[config.mk]
export PLATFORM = sky130hd
export DESIGN_NAME = controller_fsm_flat
export DESIGN_NICKNAME = d
export VERILOG_FILES = /design/src/rtl/controller_fsm_pkg.sv /design/src/rtl/controller_fsm_if.sv /design/src/rtl/controller_fsm_next_state.sv /design/src/rtl/controller_fsm.sv /design/src/flat_wrapper.sv
export SDC_FILE = /design/constraint.sdc
export NUM_CORES = 1
export LEC_CHECK = 0
export ABC_AREA = 1
export CORE_MARGIN = 10
export CORE_UTILIZATION = 28
export DETAILED_ROUTE_END_ITERATION = 7
export GPL_TIMING_DRIVEN = 0
export PLACE_DENSITY = 0.81
export SETUP_SLACK_MARGIN = 0.4
export SYNTH_ARGS = -nofsm -noshare
export SYNTH_HDL_FRONTEND = slang
export SYNTH_HIERARCHICAL = 1
export SYNTH_SLANG_ARGS = --single-unit
[constraint.sdc]
create_clock -name Clk -period 1.2 [get_ports Clk]
set_input_delay 0.18 -clock Clk [delete_from_list [all_inputs] [get_ports Clk]]
set_output_delay 0.18 -clock Clk [all_outputs]
set_load 0.05 [all_outputs]
[src/rtl/controller_fsm_pkg.sv]
// Shared types and constants for the 16-bit processor control unit.
package ctrl_pkg;

  typedef enum logic [3:0] {
    S_INIT   = 4'd0,
    S_FETCH  = 4'd1,
    S_DECODE = 4'd2,
    S_NOOP   = 4'd3,
    S_LOAD_A = 4'd4,
    S_LOAD_B = 4'd5,
    S_STORE  = 4'd6,
    S_ADD    = 4'd7,
    S_SUB    = 4'd8,
    S_HALT   = 4'd9
  } state_t;

  localparam logic [3:0] OP_NOOP  = 4'd0;
  localparam logic [3:0] OP_STORE = 4'd1;
  localparam logic [3:0] OP_LOAD  = 4'd2;
  localparam logic [3:0] OP_ADD   = 4'd3;
  localparam logic [3:0] OP_SUB   = 4'd4;
  localparam logic [3:0] OP_HALT  = 4'd5;

  localparam logic [2:0] ALU_PASS = 3'd0;
  localparam logic [2:0] ALU_ADD  = 3'd1;
  localparam logic [2:0] ALU_SUB  = 3'd2;

  function automatic logic is_legal_op(input logic [3:0] op);
    return op <= OP_HALT;
  endfunction

endpackage

[src/rtl/controller_fsm_if.sv]
// Control-unit bus: instruction in, datapath control out.
interface controller_fsm_if #(
  parameter int IW  = 16,
  parameter int DAW = 8,
  parameter int RAW = 4
);
  logic [IW-1:0]  IR_in;
  logic           IR_ld;
  logic           PC_clr;
  logic           PC_up;
  logic [DAW-1:0] D_addr;
  logic           D_wr;
  logic           RF_s;
  logic [RAW-1:0] RF_W_addr;
  logic           RF_W_en;
  logic [RAW-1:0] RF_Ra_addr;
  logic [RAW-1:0] RF_Rb_addr;
  logic [2:0]     ALU_s0;
  logic [3:0]     OutState;
  logic           Illegal;

  modport master (
    input  IR_in,
    output IR_ld, PC_clr, PC_up, D_addr, D_wr, RF_s, RF_W_addr, RF_W_en,
           RF_Ra_addr, RF_Rb_addr, ALU_s0, OutState, Illegal
  );

  modport slave (
    output IR_in,
    input  IR_ld, PC_clr, PC_up, D_addr, D_wr, RF_s, RF_W_addr, RF_W_en,
           RF_Ra_addr, RF_Rb_addr, ALU_s0, OutState, Illegal
  );
endinterface

[src/rtl/controller_fsm_next_state.sv]
// Next-state logic for the fetch/decode/execute sequencer.
// CTRL_ILLEGAL_TRAP_EN: undefined opcodes halt instead of running as NOOP.
module ctrl_next_state
  import ctrl_pkg::*;
(
  input  state_t     state_i,
  input  logic [3:0] opcode_i,
  output state_t     state_o
);
  always_comb begin
    state_o = S_INIT;
    unique case (state_i)
      S_INIT:   state_o = S_FETCH;
      S_FETCH:  state_o = S_DECODE;
      S_DECODE: begin
        case (opcode_i)
          OP_NOOP:  state_o = S_NOOP;
          OP_STORE: state_o = S_STORE;
          OP_LOAD:  state_o = S_LOAD_A;
          OP_ADD:   state_o = S_ADD;
          OP_SUB:   state_o = S_SUB;
          OP_HALT:  state_o = S_HALT;
`ifdef CTRL_ILLEGAL_TRAP_EN
          default:  state_o = S_HALT;
`else
          default:  state_o = S_NOOP;
`endif
        endcase
      end
      S_LOAD_A: state_o = S_LOAD_B;
      S_NOOP, S_LOAD_B, S_STORE, S_ADD, S_SUB: state_o = S_FETCH;
      S_HALT:   state_o = S_HALT;
      default:  state_o = S_INIT;
    endcase
  end
endmodule

[src/rtl/controller_fsm.sv]
// Moore control unit: state register, sticky illegal flag, output decode.
// CTRL_ILLEGAL_TRAP_EN: undefined opcode halts and raises Illegal.
module controller_fsm
  import ctrl_pkg::*;
#(
  parameter int IW  = 16,
  parameter int DAW = 8,
  parameter int RAW = 4
) (
  input  logic              Clk,
  input  logic              Reset,
  controller_fsm_if.master  bus
);
  state_t state_q, state_d;
  logic [3:0] opcode;

  assign opcode = bus.IR_in[IW-1 -: 4];

  ctrl_next_state u_next (
    .state_i  (state_q),
    .opcode_i (opcode),
    .state_o  (state_d)
  );

  always_ff @(posedge Clk) begin
    if (Reset) state_q <= S_INIT;
    else       state_q <= state_d;
  end

`ifdef CTRL_ILLEGAL_TRAP_EN
  logic illegal_q;
  always_ff @(posedge Clk) begin
    if (Reset) illegal_q <= 1'b0;
    else if (state_q == S_DECODE && !is_legal_op(opcode)) illegal_q <= 1'b1;
  end
  assign bus.Illegal = illegal_q;
`else
  assign bus.Illegal = 1'b0;
`endif

  assign bus.OutState = state_q;

  always_comb begin
    bus.IR_ld      = 1'b0;
    bus.PC_clr     = 1'b0;
    bus.PC_up      = 1'b0;
    bus.D_addr     = '0;
    bus.D_wr       = 1'b0;
    bus.RF_s       = 1'b0;
    bus.RF_W_addr  = '0;
    bus.RF_W_en    = 1'b0;
    bus.RF_Ra_addr = '0;
    bus.RF_Rb_addr = '0;
    bus.ALU_s0     = ALU_PASS;
    case (state_q)
      S_INIT:  bus.PC_clr = 1'b1;
      S_FETCH: begin
        bus.IR_ld = 1'b1;
        bus.PC_up = 1'b1;
      end
      S_STORE: begin
        bus.RF_Ra_addr = bus.IR_in[11:8];
        bus.D_addr     = bus.IR_in[7:0];
        bus.D_wr       = 1'b1;
      end
      // memory read is synchronous, so the address is held across both load states
      S_LOAD_A: bus.D_addr = bus.IR_in[11:4];
      S_LOAD_B: begin
        bus.D_addr    = bus.IR_in[11:4];
        bus.RF_s      = 1'b1;
        bus.RF_W_addr = bus.IR_in[3:0];
        bus.RF_W_en   = 1'b1;
      end
      S_ADD, S_SUB: begin
        bus.RF_Ra_addr = bus.IR_in[11:8];
        bus.RF_Rb_addr = bus.IR_in[7:4];
        bus.RF_W_addr  = bus.IR_in[3:0];
        bus.RF_W_en    = 1'b1;
        bus.ALU_s0     = (state_q == S_ADD) ? ALU_ADD : ALU_SUB;
      end
      default: ;
    endcase
    // an instruction cut short by reset must not write anything
    if (Reset) begin
      bus.IR_ld   = 1'b0;
      bus.PC_up   = 1'b0;
      bus.D_wr    = 1'b0;
      bus.RF_W_en = 1'b0;
    end
  end
endmodule

[src/flat_wrapper.sv]
// flat-port wrapper written by rule: the top's interface ports become plain ports
module controller_fsm_flat import ctrl_pkg::*;
#(
  parameter int IW  = 16,
  parameter int DAW = 8,
  parameter int RAW = 4
)
  (Clk, Reset, bus_IR_in, bus_IR_ld, bus_PC_clr, bus_PC_up, bus_D_addr, bus_D_wr, bus_RF_s, bus_RF_W_addr, bus_RF_W_en, bus_RF_Ra_addr, bus_RF_Rb_addr, bus_ALU_s0, bus_OutState, bus_Illegal);
  controller_fsm_if #(.IW(IW), .DAW(DAW), .RAW(RAW)) bus_i ();
  input  logic Clk;
  input  logic Reset;
  input wire logic [$bits(bus_i.IR_in)-1:0] bus_IR_in;
  output wire logic [$bits(bus_i.IR_ld)-1:0] bus_IR_ld;
  output wire logic [$bits(bus_i.PC_clr)-1:0] bus_PC_clr;
  output wire logic [$bits(bus_i.PC_up)-1:0] bus_PC_up;
  output wire logic [$bits(bus_i.D_addr)-1:0] bus_D_addr;
  output wire logic [$bits(bus_i.D_wr)-1:0] bus_D_wr;
  output wire logic [$bits(bus_i.RF_s)-1:0] bus_RF_s;
  output wire logic [$bits(bus_i.RF_W_addr)-1:0] bus_RF_W_addr;
  output wire logic [$bits(bus_i.RF_W_en)-1:0] bus_RF_W_en;
  output wire logic [$bits(bus_i.RF_Ra_addr)-1:0] bus_RF_Ra_addr;
  output wire logic [$bits(bus_i.RF_Rb_addr)-1:0] bus_RF_Rb_addr;
  output wire logic [$bits(bus_i.ALU_s0)-1:0] bus_ALU_s0;
  output wire logic [$bits(bus_i.OutState)-1:0] bus_OutState;
  output wire logic [$bits(bus_i.Illegal)-1:0] bus_Illegal;
  assign bus_i.IR_in = bus_IR_in;
  assign bus_IR_ld = bus_i.IR_ld;
  assign bus_PC_clr = bus_i.PC_clr;
  assign bus_PC_up = bus_i.PC_up;
  assign bus_D_addr = bus_i.D_addr;
  assign bus_D_wr = bus_i.D_wr;
  assign bus_RF_s = bus_i.RF_s;
  assign bus_RF_W_addr = bus_i.RF_W_addr;
  assign bus_RF_W_en = bus_i.RF_W_en;
  assign bus_RF_Ra_addr = bus_i.RF_Ra_addr;
  assign bus_RF_Rb_addr = bus_i.RF_Rb_addr;
  assign bus_ALU_s0 = bus_i.ALU_s0;
  assign bus_OutState = bus_i.OutState;
  assign bus_Illegal = bus_i.Illegal;
  controller_fsm #(.IW(IW), .DAW(DAW), .RAW(RAW)) u_core (.Clk(Clk), .Reset(Reset), .bus(bus_i));
endmodule
==> results.cfg, run 1 <==
[yosys]
synth_top_family_by_area = simple AND/OR/NAND/NOR gates
ys_ff_latch = 4
synthAdderAreaFrac_pct = 0
syn_inst = 116
synth_mux_area_share_pct = 0
yosys_warnings = 6
syn_area_sq_um = 610.6
synth.distinct_cells = 21
ys_seq_area_share_pct = 13.11
yosys.area_share.simple_pct = 44.47
avgSynthCellArea_sq_um = 5.264
synth_compound_area_share_pct = 17.21
synth_xor_area_share_pct = 0

[timing]
worst_endpoint = bus_D_addr[0]
endpoint_type = output port

[placement]
portBuffers = 49
placed_area_sq_um = 1470
place_hpwl_microns = 2262
gp_congestion = 0.7417

[floorplan]
initial_core_util_pct = 30.20
placementRows = 16
die_h_microns = 66.70
die_w_microns = 66.70
ios = 52

[outcome]
error = [ERROR DPL-0038] Utilization greater than 100%, impossible to legalize
status = stopped before the end
haltStage = 5_1_grt

[global_route]
grt_max_degree = 9

[clock_network]
cts-root-buf = clkbuf_4
numCtsBuffers = 3
clockBufferDepth = 2
cts.sinks = 4
h-tree-depth = 1
## cells in the mapped netlist (all sizes together)
cell type / n / area share [%]
a21boi: 4 / 4.9
a21oi: 4 / 3.3
buf: 4 / 4.9
clkinv: 1 / 0.61
conb: 1 / 0.61
dfxtp: 4 / 13
inv: 31 / 19
nand2: 32 / 21
nand3: 8 / 9.0
nand4: 1 / 1.0
nor2: 12 / 8.6
nor3: 2 / 3.5
nor4: 1 / 1.0
o21ai: 11 / 9.0
## cells by family after synthesis
kind of cell	after synthesis
buffers and inverters	36
AO/OA/AOI/OAI	19
flip-flops	4
other	1
AND/OR/NAND/NOR	56
## through the flow
step / util, % / cells / setup WS, ns / TNS [ns]
3_3_place_gp: 72.71 / 193 / -1.006 / -26.39
2_1_floorplan: - / 117 / -0.4985 / -10.02
4_1_cts: 94.06 / 219 / -0.4460 / -10.13
3_5_place_dp: 72.71 / 193 / -1.052 / -27.28
## what timing repair did
action                     4_1_cts
setup endpoints to repair       36
hold buffers                     0
pin swaps                       15
gates cloned                     2
gates resized for setup        262
setup buffers                   21
==> run 2, diff against run 1 <==
--- a/config.mk
+++ b/config.mk
@@ -6,12 +6,11 @@
 export NUM_CORES = 1
 export LEC_CHECK = 0
 export ABC_AREA = 1
-export CORE_MARGIN = 10
-export CORE_UTILIZATION = 28
+export CORE_AREA = 10 10 71 73
 export DETAILED_ROUTE_END_ITERATION = 7
+export DIE_AREA = 0 0 81 83
 export GPL_TIMING_DRIVEN = 0
-export PLACE_DENSITY = 0.81
-export SETUP_SLACK_MARGIN = 0.4
+export PLACE_DENSITY_LB_ADDON = 0.15
 export SYNTH_ARGS = -nofsm -noshare
 export SYNTH_HDL_FRONTEND = slang
 export SYNTH_HIERARCHICAL = 1
==> constraint.sdc (replaced) <==
create_clock -name Clk -period 1.6 [get_ports Clk]
set_input_delay 0.24 -clock Clk [delete_from_list [all_inputs] [get_ports Clk]]
set_output_delay 0.24 -clock Clk [all_outputs]
set_load 0.05 [all_outputs]
==> run 2 against run 1 <==
Effect of this change:
- the flow now finishes, with violations (setup timing)
- synthesized cell count stayed put
- synthesized area stayed put
==> results.cfg, run 2 <==
[yosys]
yosysMostFrequentCell = inv_1
async_reset_ff_share_pct = 0
yosys_warnings = 6
syn_inst = 116
synth.distinct_cells = 21
synth.top_cell.area_share_pct = 18.44
synth_ff_type = dfxtp_1
avgSynthCellArea_sq_um = 5.264
synth_common_cells = inv_1, nand2_1, nor2_1, o21ai_0, nand3_1
synthTopCellsByArea = inv_1, nand2_1, dfxtp_1
synth_area_leader_cell = inv_1
ys_ff_latch = 4
syn_area_sq_um = 610.6
ys_seq_area_share_pct = 13.11
synth_edf_count = 0

[final_layout]
seq_area_sq_um = 95.09
fin_cells = 232
final_cell_mix = inv_1, buf_6, clkdlybuf4s50_1
nFillCells = 356
fin_util_pct = 50.96
largest_register_ffs = 4
final_common_cell = inv_1
syn_to_final_growth_pct = 203.3
multi_input_area_sq_um = 737.0
fin_area_sq_um = 1852
nets = 204
drive_gt1_share_pct = 60.33
antenna_cells = 0

[floorplan]
placementRows = 22
die_w_microns = 81
die_area_sq_um = 6723
ios = 52
die_h_microns = 83
initial_core_util_pct = 16.80
core_area_sq_um = 3633

[worst_setup_path]
worstPathMaxFanout = 8
crit_top_cell = buf_8
critPathMaxStageDelay_ns = 0.36
end_kind = primary output
crit_path_cell_trace = inv_4, buf_6, nor3_4, buf_8, nand2_2, o21ai_4, buf_8
rr_startpoint = u_core/bus.OutState[1]$_SDFF_PP0_
crit_type = reg -> out
cp.required_ns = 1.36
startpoint_type = flip-flop
cp.arrival_ns = 1.43
critPathSlowestCell = dfxtp_4
critPathLaunch = u_core/bus.OutState[2]$_SDFF_PP0_

[clock_network]
cts_tree = done
cts_hold_buffers = 0
path_clk_slew_ns = 0.03
worstSkewPairLatency_ns = 0.22
cts.sinks = 4
h-tree-depth = 1
cts-root-buf = clkbuf_8
clockBufferDepth = 2
numCtsBuffers = 3

[detailed_routing]
drtIter0Drc = 14
num_vias = 952
drt.antenna.violating_nets = 0
drc = 0
firstDrtPassIters = 4
via_per_inst = 4.103
postRouteWirelength_microns = 2968
wl_per_cell_microns = 12.79

[timing]
setup_viol = 15
tns_ns = -0.7039
fin_skew_ns = 0.002936
max_freq_ghz = 0.5987
slew_violations = 0
fin_crit_sh_pct = 104.4
finalHoldViolCount = 0
period_needed_ns = 1.670
rsz0062_at_grt = true
timing.final.ws_setup_ns = -0.07038

[placement]
placed_cells = 214
place_hpwl_microns = 2267
gp_congestion = 0.7724
placed_area_sq_um = 1455
dp_slack_ns = -0.7452
portBuffers = 49

[global_route]
grt_max_degree = 9
grt_pass1_wl_microns = 4961
gr-usage-all-layers_pct = 8.892
grt_antenna_before_repair = 0
grt_pass1_vias = 1016
grt_overflow = 0

[worst_hold_path]
min-delay-start = Reset
hold_path_class = in -> reg

[pwr]
power_density_nw_per_um2 = 424.5
p_leak_nw = 0.8726
switching_power_w = 0.0003521
clock_power_share_pct = 27.0
swShare_pct = 44.79
internal_power_w = 0.0004341
seq_power_share_pct = 18.7
power.share.combinational_pct = 54.4
peakVddDrop_mv = 0.2126

[outcome]
violations = setup timing
status = complete, but fails checks

[run]
drv_cap = 0
-- run 2: worst paths after layout --
check / end / slack [ns] / depth (start not counted)
max reg2reg: u_core/bus.OutState[0]$_SDFF_PP0_ / 0.36 / 8
min: u_core/bus.OutState[0]$_SDFF_PP0_ / 0.56 / 2
min reg2reg: u_core/bus.OutState[3]$_SDFF_PP0_ / 0.66 / 4
max: bus_D_addr[6] / -0.07 / 7
-- run 2: cells by family (layout without fill, tap and decap cells) --
group                  count (synthesis)  in the layout  synth area share [%]
AOI/OAI and AO/OA                     19             19                 17.21
buffers and inverters                 36            103                 24.59
DFF                                    4              4                 13.12
other                                  1              2                0.6142
and+or+nand+nor                       56             56                 44.47
-- run 2: power by group through the flow --
| stage | sequential, W | clock, W | combinational [W] |
|---|---|---|---|
| floorplan | 0.000165 | 0 | 0.000235 |
| CTS | 0.000132 | 0.000220 | 0.000444 |
| global placement | 0.000135 | 0 | 0.000393 |
| finish | 0.000147 | 0.000212 | 0.000427 |
| detailed placement | 0.000135 | 0 | 0.000397 |
| global route | 0.000150 | 0.000222 | 0.000456 |
-- run 2: layer usage --
metal	GRT usage [%]	vias to the layer above	routed length (microns)
met1	9.469	436	1081
li1	-	483	-
met3	2.155	2	216
met5	0	-	0
met2	16.28	31	1642
met4	2.817	0	27
-- run 2: cell type report --
class	count	share of cell area, %
Sequential cell	4	5.135
Multi-Input combinational cell	77	39.80
Tap cell	48	3.243
Inverter	32	7.635
Buffer	3	1.419
Timing Repair Buffer	65	40.54
Clock buffer	3	2.230
-- run 2: metrics by stage --
step,hold slack (ns),total power (W)
2_1_floorplan,0.3016,0.0003998
3_3_place_gp,0.6188,0.0005280
3_5_place_dp,0.6214,0.0005321
4_1_cts,0.5560,0.0007963
5_1_grt,0.5883,0.0008286
6_report,0.5581,0.0007862
-- run 2: what timing repair did --
item	in CTS	in global routing
resized for setup	224	19
gates cloned	1	0
pin swaps	14	5
endpoints found under the setup margin	32	27
buffers inserted	14	1
-- run 2: worst max-delay path: cells and delay by family, from the launching register on --
| family | cells | cell delay (ns) |
|---|---|---|
| buf+inv | 4 | 0.52 |
| simple gates | 2 | 0.27 |
| flops | 1 | 0.36 |
| compound gates | 1 | 0.06 |
(Power assumes the default switching activity.)
